## config.mk

```make
export PLATFORM = sky130hd
export DESIGN_NAME = axis_burst_m_flat
export DESIGN_NICKNAME = d
export VERILOG_FILES = /design/src/rtl/axis_pkg.sv /design/src/rtl/axis_burst_m_if.sv /design/src/rtl/axis_sync_fifo.sv /design/src/rtl/axis_burst_m.sv /design/src/flat_wrapper.sv
export SDC_FILE = /design/constraint.sdc
export NUM_CORES = 1
export LEC_CHECK = 0
export CORE_ASPECT_RATIO = 1.5
export CORE_UTILIZATION = 40
export DETAILED_ROUTE_END_ITERATION = 6
export HOLD_SLACK_MARGIN = 0.05
export PLACE_DENSITY = 0.56
export REMOVE_ABC_BUFFERS = 1
export SLEW_MARGIN = 20
export SYNTH_ARGS = -nofsm -noshare
export SYNTH_HDL_FRONTEND = slang
export SYNTH_HIERARCHICAL = 1
export SYNTH_SLANG_ARGS = --single-unit
export TNS_END_PERCENT = 100
```

## constraint.sdc

```tcl
create_clock -name aclk -period 5.3 [get_ports aclk]
set_clock_uncertainty 0.15 [all_clocks]
set_input_delay 0.795 -clock aclk [delete_from_list [all_inputs] [get_ports aclk]]
set_output_delay 0.795 -clock aclk [all_outputs]
set_load 0.05 [all_outputs]
```

## src/rtl/axis_pkg.sv

```systemverilog
// Shared types and helpers for the AXI-Stream burst master and its FIFO.
package axis_pkg;

    localparam int AXIS_DATA_W = 32;

    typedef enum logic [1:0] {
        IDLE = 2'd0,
        SEND = 2'd1,
        DONE = 2'd2
    } state_e;

    // Elaboration-time ceil(log2(value)); returns 0 for value <= 1.
    function automatic int clog2(input int value);
        int result;
        int v;
        result = 0;
        v = value - 1;
        while (v > 0) begin
            result = result + 1;
            v = v >> 1;
        end
        return result;
    endfunction

endpackage

```

## src/rtl/axis_burst_m_if.sv

```systemverilog
// AXI-Stream beat channel between the burst master and the downstream slave.
interface axis_burst_m_if
    import axis_pkg::*;
#(
    parameter int DATA_W = AXIS_DATA_W
);
    logic              tvalid;
    logic              tready;
    logic              tlast;
    logic [DATA_W-1:0] tdata;

    modport master (
        output tvalid,
        output tlast,
        output tdata,
        input  tready
    );

    modport slave (
        input  tvalid,
        input  tlast,
        input  tdata,
        output tready
    );
endinterface

```

## src/rtl/axis_sync_fifo.sv

```systemverilog
// Single-clock FIFO with extra-bit pointers; pop_data is the head word, valid while !empty.
module axis_sync_fifo
    import axis_pkg::*;
#(
    parameter int DATA_W     = AXIS_DATA_W,
    parameter int FIFO_DEPTH = 8
) (
    input  logic                         aclk,
    input  logic                         areset_n,
    input  logic                         push,
    input  logic [DATA_W-1:0]            push_data,
    input  logic                         pop,
    output logic [DATA_W-1:0]            pop_data,
    output logic                         full,
    output logic                         empty,
    output logic [clog2(FIFO_DEPTH):0]   level
);
    localparam int AW    = clog2(FIFO_DEPTH);
    localparam int LVL_W = AW + 1;

    logic [DATA_W-1:0] mem [FIFO_DEPTH];
    logic [AW:0]       wr_ptr;
    logic [AW:0]       rd_ptr;
    logic              push_ok;
    logic              pop_ok;

    assign level    = wr_ptr - rd_ptr;
    assign full     = (level == LVL_W'(FIFO_DEPTH));
    assign empty    = (level == '0);
    // A push is refused on full even when a pop frees a slot in the same cycle.
    assign push_ok  = push && !full;
    assign pop_ok   = pop && !empty;
    assign pop_data = mem[rd_ptr[AW-1:0]];

    always_ff @(posedge aclk) begin
        if (!areset_n) begin
            wr_ptr <= '0;
            rd_ptr <= '0;
        end else begin
            if (push_ok) wr_ptr <= wr_ptr + 1'b1;
            if (pop_ok)  rd_ptr <= rd_ptr + 1'b1;
        end
    end

    always_ff @(posedge aclk) begin
        if (push_ok) mem[wr_ptr[AW-1:0]] <= push_data;
    end

endmodule

```

## src/rtl/axis_burst_m.sv

```systemverilog
// Burst master: streams burst_len words from the internal FIFO on AXI-Stream, tlast on the final beat.
module axis_burst_m
    import axis_pkg::*;
#(
    parameter int DATA_W     = AXIS_DATA_W,
    parameter int FIFO_DEPTH = 8,
    parameter int LEN_W      = 8
) (
    input  logic                       aclk,
    input  logic                       areset_n,
    input  logic                       wr_en,
    input  logic [DATA_W-1:0]          wr_data,
    output logic                       full,
    output logic [clog2(FIFO_DEPTH):0] level,
    input  logic                       start,
    input  logic [LEN_W-1:0]           burst_len,
    output logic                       busy,
    output logic                       done,
    axis_burst_m_if.master             m_axis
);
    localparam logic [1:0] ST_IDLE = IDLE;
    localparam logic [1:0] ST_SEND = SEND;
    localparam logic [1:0] ST_DONE = DONE;

    logic [1:0]        state;
    logic [LEN_W-1:0]  len;
    logic [LEN_W-1:0]  loaded;
    logic              tvalid_q;
    logic              tlast_q;
    logic [DATA_W-1:0] tdata_q;
    logic [DATA_W-1:0] fifo_data;
    logic              fifo_empty;
    logic              handshake;
    logic              load;

    assign handshake = tvalid_q & m_axis.tready;
    // The output register refills only when empty or being drained this cycle.
    assign load = (state == ST_SEND) && !fifo_empty && (loaded < len)
               && (!tvalid_q || handshake);

    axis_sync_fifo #(
        .DATA_W    (DATA_W),
        .FIFO_DEPTH(FIFO_DEPTH)
    ) u_fifo (
        .aclk     (aclk),
        .areset_n (areset_n),
        .push     (wr_en),
        .push_data(wr_data),
        .pop      (load),
        .pop_data (fifo_data),
        .full     (full),
        .empty    (fifo_empty),
        .level    (level)
    );

    always_ff @(posedge aclk) begin
        if (!areset_n) begin
            state <= ST_IDLE;
            len   <= '0;
            busy  <= 1'b0;
            done  <= 1'b0;
        end else begin
            done <= 1'b0;
            case (state)
                ST_IDLE: begin
                    if (start && (burst_len != '0)) begin
                        state <= ST_SEND;
                        len   <= burst_len;
                        busy  <= 1'b1;
                    end
                end
                ST_SEND: begin
                    if (handshake && tlast_q) begin
                        state <= ST_DONE;
                        busy  <= 1'b0;
                        done  <= 1'b1;
                    end
                end
                ST_DONE: state <= ST_IDLE;
                default: state <= ST_IDLE;
            endcase
        end
    end

    // Output register stage: holds tdata/tlast stable while stalled.
    always_ff @(posedge aclk) begin
        if (!areset_n) begin
            loaded   <= '0;
            tvalid_q <= 1'b0;
            tlast_q  <= 1'b0;
            tdata_q  <= '0;
        end else begin
            if (state == ST_IDLE) loaded <= '0;
            if (load) begin
                loaded   <= loaded + 1'b1;
                tvalid_q <= 1'b1;
                tdata_q  <= fifo_data;
                tlast_q  <= ((loaded + LEN_W'(1)) == len);
            end else if (handshake) begin
                tvalid_q <= 1'b0;
                tlast_q  <= 1'b0;
            end
        end
    end

    assign m_axis.tvalid = tvalid_q;
    assign m_axis.tlast  = tlast_q;
    assign m_axis.tdata  = tdata_q;

endmodule

```

## src/flat_wrapper.sv

```systemverilog
// flat-port wrapper written by rule: the top's interface ports become plain ports
module axis_burst_m_flat import axis_pkg::*;
#(
    parameter int DATA_W     = AXIS_DATA_W,
    parameter int FIFO_DEPTH = 8,
    parameter int LEN_W      = 8
)
  (aclk, areset_n, wr_en, wr_data, full, level, start, burst_len, busy, done, m_axis_tvalid, m_axis_tlast, m_axis_tdata, m_axis_tready);
  axis_burst_m_if #(.DATA_W(DATA_W)) m_axis_i ();
  input  logic aclk;
  input  logic areset_n;
  input  logic wr_en;
  input  logic [DATA_W-1:0] wr_data;
  output logic full;
  output logic [clog2(FIFO_DEPTH):0] level;
  input  logic start;
  input  logic [LEN_W-1:0] burst_len;
  output logic busy;
  output logic done;
  output wire logic [$bits(m_axis_i.tvalid)-1:0] m_axis_tvalid;
  output wire logic [$bits(m_axis_i.tlast)-1:0] m_axis_tlast;
  output wire logic [$bits(m_axis_i.tdata)-1:0] m_axis_tdata;
  input wire logic [$bits(m_axis_i.tready)-1:0] m_axis_tready;
  assign m_axis_tvalid = m_axis_i.tvalid;
  assign m_axis_tlast = m_axis_i.tlast;
  assign m_axis_tdata = m_axis_i.tdata;
  assign m_axis_i.tready = m_axis_tready;
  axis_burst_m #(.DATA_W(DATA_W), .FIFO_DEPTH(FIFO_DEPTH), .LEN_W(LEN_W)) u_core (.aclk(aclk), .areset_n(areset_n), .wr_en(wr_en), .wr_data(wr_data), .full(full), .level(level), .start(start), .burst_len(burst_len), .busy(busy), .done(done), .m_axis(m_axis_i));
endmodule
```

; ---- After elaboration in Yosys (flattened, before gate mapping)
; Memories as Yosys holds them, arrays and structs flattened. A register that Yosys moved wholly into a read port is not among the register bits.
; Cells that the tools add are included.
[word_totals]
in_bits = 45
elab_cells = 57
out_inout_bits = 41
reg_bits = 30
mem_bits_rw = 256
memories = 1
[memory_table]
columns = memory, words, width, read_ports, rd_ports_with_merged_regs, wr, line_no
row1 = u_core.u_fifo.mem, 8, 32, 1, 1, 1, axis_sync_fifo.sv:21  ; logic [DATA_W-1:0] mem [FIFO_DEPTH];
[classes]
addsub = 4
bitwise = 1
n_reduce_logical = 22
muxes = 14
n_eq_ne = 5
magnitude_cmp = 1
[ops]
columns = cell, n
row1 = $mux W8, 2
row2 = $add A4 B1 Y4 const B, 2
row3 = $add A8 B1 Y8 const B, 1
row4 = $eq A8 B8 Y1, 1
row5 = $lt A8 B8 Y1, 1
row6 = $mux W1, 8
row7 = $reduce_bool A8 Y1, 1
row8 = $logic_and A1 B1 Y1, 7
row9 = $reduce_and A2 Y1, 3
row10 = $reduce_bool A2 Y1, 3
row11 = $eq A4 B4 Y1 const B, 1
row12 = $logic_not A1 Y1, 4
row13 = $logic_not A4 Y1, 1
row14 = $mux W2, 2
row15 = $pmux W2 S2, 1
row16 = $sub A4 B4 Y4, 1
row17 = $reduce_and A3 Y1, 1
row18 = $eq A2 B1 Y1 const B, 1
row19 = $logic_not A2 Y1, 1
row20 = $ne A2 B1 Y1 const B, 1
row21 = $ne A2 B2 Y1 const B, 1
row22 = $pmux W1 S2, 1
row23 = $and A1 B1 Y1, 1
row24 = $logic_or A1 B1 Y1, 1

; ---- Logic depth before layout (Yosys ltp)
[logic_depth]
ltp_word = 7
ltp_mapped = 17

; ---- By module
; Netlist, hierarchy kept.
[modules_own_cells]
columns = module, area_each_um2, seq_area_each_um2, cells_per_inst, instances
row1 = axis_sync_fifo, 10292.4, 7907.6, 451, 1
row2 = axis_burst_m, 2461.1, 1081.0, 260, 1

; ---- Worst setup path before layout
; Ideal clock, no wire load.
[synth_path]
path_type = register to register
start = reg u_core.u_fifo.wr_ptr[0]
end = mem u_core/u_fifo/mem[2][0] (netlist bit) (enable)
setup_ns = 0.501
path_buffers = 1
synth_period_minus_slack_ns = 6.327
required_ns = 4.649
stages_incl_launch_ff = 11
t_arrival_ns = 5.676
setup_slack_ns = -1.027
cell_sequence = dfxtp_1 > inv_1 > ha_1 > inv_1 > fa_1 > xor2_1 > or3_1 > a21oi_4 > nand2b_1 > buf_6 > nor4_1
[synth_via]
elab_chain_cells = 6
[synth_rtl]
columns = item, line_no
row1 = from (decl), axis_sync_fifo.sv:22  ; logic [AW:0] wr_ptr;
row2 = from (signal assigned), axis_sync_fifo.sv:40  ; if (push_ok) wr_ptr <= wr_ptr + 1'b1;
row3 = $sub A4 B4 Y4, axis_sync_fifo.sv:27  ; assign level = wr_ptr - rd_ptr;
row4 = named net level[2], flat_wrapper.sv:15  ; output logic [clog2(FIFO_DEPTH):0] level;
row5 = $eq A4 B4 Y1, axis_sync_fifo.sv:28  ; assign full = (level == LVL_W'(FIFO_DEPTH));
row6 = named net full, flat_wrapper.sv:14  ; output logic full;
row7 = $logic_not A1 Y1, axis_sync_fifo.sv:31  ; assign push_ok = push && !full;
row8 = $logic_and A1 B1 Y1, axis_sync_fifo.sv:31
row9 = $mux W1, axis_sync_fifo.sv:46  ; if (push_ok) mem[wr_ptr[AW-1:0]] <= push_data;
row10 = $mux W1 (implied by the code), axis_sync_fifo.sv:46
row11 = to (decl), axis_sync_fifo.sv:21
; The timed path passes the listed nets, and every way through them passes these cells.

; ---- Worst setup path after layout
[layout_path]
start = reg u_core.u_fifo.wr_ptr[0]
end = out full
[layout_via]
elab_chain_cells = 2
[layout_rtl]
columns = item, line_no
row1 = $sub A4 B4 Y4, axis_sync_fifo.sv:27
row2 = $eq A4 B4 Y1, axis_sync_fifo.sv:28
row3 = to (decl), flat_wrapper.sv:14
; Every way passes these cells.

==> impl_metrics.env <==
export IMPL_slowest_delay_ns=0.84
export IMPL_gr_usage_met3_pct=2.64
export IMPL_cts_max_path_buffers=3
export IMPL_wl_mm=26.6
export IMPL_root_buffer="clkbuf_16"
export IMPL_relSlewSlack_pct=32.4
export IMPL_finalMaxSlewViolations=0
export IMPL_required_ns=4.36
export IMPL_combPwrFrac_pct=12.6
export IMPL_p_switching_mw=1.40
export IMPL_power_density_nw_per_um2=397
export IMPL_cpMostUsedCell="inv_1"
export IMPL_crit_type="flip-flop to output port"
export IMPL_synth_cell_types=53
export IMPL_synth_area_leaders="edfxtp_1 (60%), mux4_2 (11%), dfxtp_1 (10%)"
export IMPL_rows=79
export IMPL_postLayoutCellArea_sq_um=15200
export IMPL_yosysTopAreaCellShare_pct=60.3
export IMPL_ff_latch_area_sq_um=9000
export IMPL_synth_edf_count=256
export IMPL_finalSetupViolCount=0
export IMPL_io_pins=86
export IMPL_startpoint_type="flip-flop"
export IMPL_hold_slack_ns=0.350
export IMPL_grt_max_degree=65
export IMPL_cp_arrival_ns=3.57
export IMPL_fin_setup_tns_ns=0
export IMPL_dieWidth_um=148
export IMPL_grt_overflow=0
export IMPL_antenna_found_initial=1
export IMPL_worst_pin_slew_ns=1.01
export IMPL_synthArstFlopShare_pct=0
export IMPL_path_cells="inv_1 > ha_1 > inv_1 > fa_1 > or3_1 > a21oi_4 > clkdlybuf4s50_1"
export IMPL_areaGrowthSynthToFinish_pct=19.3
export IMPL_outcome="finished clean"
export IMPL_top_usage_layer="met2"
export IMPL_cap_violations=0
export IMPL_postPlaceCellArea_sq_um=14100
export IMPL_period_minus_slack_ns=4.51
export IMPL_total_power_mw=6.04
export IMPL_grt_util_met1_pct=19.8
export IMPL_ys_flop_type="edfxtp_1"
export IMPL_hold_path_class="flip-flop to flip-flop"
export IMPL_die_area_sq_um=32600
export IMPL_hold_viol=0
export IMPL_grt_use_total_pct=16.6
export IMPL_routedWlPerCell_um=21.4
export IMPL_port_buffer_count=85
export IMPL_post_route_period_util_pct=85.2
export IMPL_vias=6503
export IMPL_synth_area_leader_cell="edfxtp_1"
export IMPL_rsz0062_at_grt="no"
export IMPL_ir_drop_mv=0.244
export IMPL_grt_util_met2_pct=30.6
export IMPL_core_area_sq_um=31200
export IMPL_cts_tree="yes"
export IMPL_postCtsHoldBufs=0
export IMPL_ys_top_cells_by_count="edfxtp_1 (256), dfxtp_1 (65), mux4_2 (64)"
export IMPL_hpwl_mm=15.0
export IMPL_seq_power_share_pct=48.3
export IMPL_clk_latency_ns=0.55
export IMPL_via_per_inst=5.25
export IMPL_yosysSeqAreaShare_pct=70.5
export IMPL_grt_pass1_vias=6893
export IMPL_syn_area_sq_um=12800
export IMPL_yosys_warnings=6
export IMPL_drt_iter0_markers=349
export IMPL_multiInputGateArea_sq_um=3560
export IMPL_fmax_mhz=222
export IMPL_clk_pin_slew_ns=0.06
export IMPL_clock_sinks=321
export IMPL_synth_avg_cell_area_sq_um=17.9
export IMPL_crit_path_end_kind="output port"
export IMPL_drtPass1Iterations=4
export IMPL_grt_pass1_wl_mm=40.0
export IMPL_utilization_pct=48.7
export IMPL_fillers=2684
export IMPL_path_max_fanout=8
export IMPL_antenna_left=0
export IMPL_cts_buffers=30
export IMPL_drc=0
export IMPL_nNetsFinal=868
export IMPL_cts_setup_buffers=0
export IMPL_power_frac_clock_pct=39.1
export IMPL_internal_power_mw=4.64
export IMPL_slowest_stage="clkdlybuf4s50_1"
export IMPL_start_util_pct=40.8
export IMPL_synth_seq_cells=321
export IMPL_die_h_um=221
export IMPL_ctsResizeCount=0
export IMPL_drive_gt1_share_pct=22.5
export IMPL_cts_htree_levels=1
export IMPL_yosysMostFrequentCell="edfxtp_1"
export IMPL_netlist_instances=711
export IMPL_switching_share_pct=23.1
export IMPL_power_leakage_nw=4.84
export IMPL_place_congestion=0.861
power by group through the flow:
stage	Combinational, mW	Clock [mW]	Sequential, mW
floorplan	0.419	0	3.07
global placement	0.737	0	2.99
detailed placement	0.750	0	2.99
CTS	0.752	2.42	2.94
global route	0.817	2.50	2.93
finish	0.762	2.36	2.92
final cells by class:
cell class,instances,share of cell area (%)
well taps,405,3.33
multi-input cells,338,23.4
clock buffers,40,5.58
repair buffers,99,6.41
diodes,1,0.0164
flip-flops and latches,321,59.1
inverters,18,0.444
clock inverters,16,1.71
metal layers:
layer | wire, um | part of all wire, % | vias to the layer above
met5 | 10 | 0.038 | -
met4 | 474 | 1.8 | 2
met3 | 1150 | 4.3 | 31
met2 | 14200 | 53 | 120
met1 | 10800 | 41 | 3372
li1 | - | - | 2978
through the flow:
step | setup WS, ns | instances
after floorplan | -1.06 | 677
after global placement | 1.34 | 1180
after detailed placement | 1.13 | 1180
after CTS | 0.778 | 1236
after global routing | 0.646 | 1237
final | 0.785 | 1238
placed cells by master (no fill, tap or decap), types with 4 or more instances in the layout:
master	instances
nand3_1	11
nand2_1	16
clkinv_2	7
inv_1	17
nor3_1	4
nor2b_1	5
clkbuf_1	5
dfxtp_1	62
mux4_2	64
clkbuf_8	4
nor2_1	54
xnor2_1	6
bufinv_16	7
buf_4	13
nor4_2	7
mux2i_1	45
o21ai_0	6
nand4_1	5
nor4_1	6
clkbuf_16	31
xor2_1	8
ha_1	14
a31oi_1	4
mux2_2	32
clkdlybuf4s50_1	85
a21oi_1	8
edfxtp_1	256
or3_1	4
state kept, by name, summed over array words and instances, names as in the netlist, 2 cells and up, named ones only:
signal                cells
u_core/u_fifo/rd_ptr      4
u_core/state              2
u_core/u_fifo/mem       256
u_core/len                8
u_core/loaded             8
u_core/m_axis.tdata      32
u_core/u_fifo/wr_ptr      4
worst paths after layout:
kind	start	slack [ns]	cells past startpoint	endpoint
max	u_core/u_fifo/wr_ptr[0]$_SDFFE_PN0P_	0.79	7	full
min	u_core/m_axis.tdata[7]$_SDFFE_PN0P_	0.35	2	u_core/m_axis.tdata[7]$_SDFFE_PN0P_
max reg2reg	u_core/u_fifo/wr_ptr[0]$_SDFFE_PN0P_	1.16	14	u_core/m_axis.tdata[7]$_SDFFE_PN0P_
min reg2reg	u_core/m_axis.tdata[7]$_SDFFE_PN0P_	0.35	2	u_core/m_axis.tdata[7]$_SDFFE_PN0P_
critical path, delay by kind of cell (launching register included):
kind | cells | cell delay (ns)
adder cells (fa/ha/maj) | 2 | 0.71
AND/OR/NAND/NOR | 1 | 0.45
flip-flops | 1 | 0.52
buffers and inverters | 3 | 1.11
AO/OA/AOI/OAI | 1 | 0.23
logic make-up (layout without fill, tap and decap cells):
logic type                 count (synthesis)  after routing  synth area share (%)
muxes                                    141            141                  17.7
and+or+nand+nor                          128            128                  4.97
xor gates and xnor gates                  14             14                 0.961
adders and majority gates                 15             15                  1.53
AOI/OAI and AO/OA                         40             40                  2.33
DFF                                      321            321                  70.5
buffers and inverters                     52            173                  2.06
other                                      0              1                     0
Note: power is estimated with default switching activity, not from simulation.
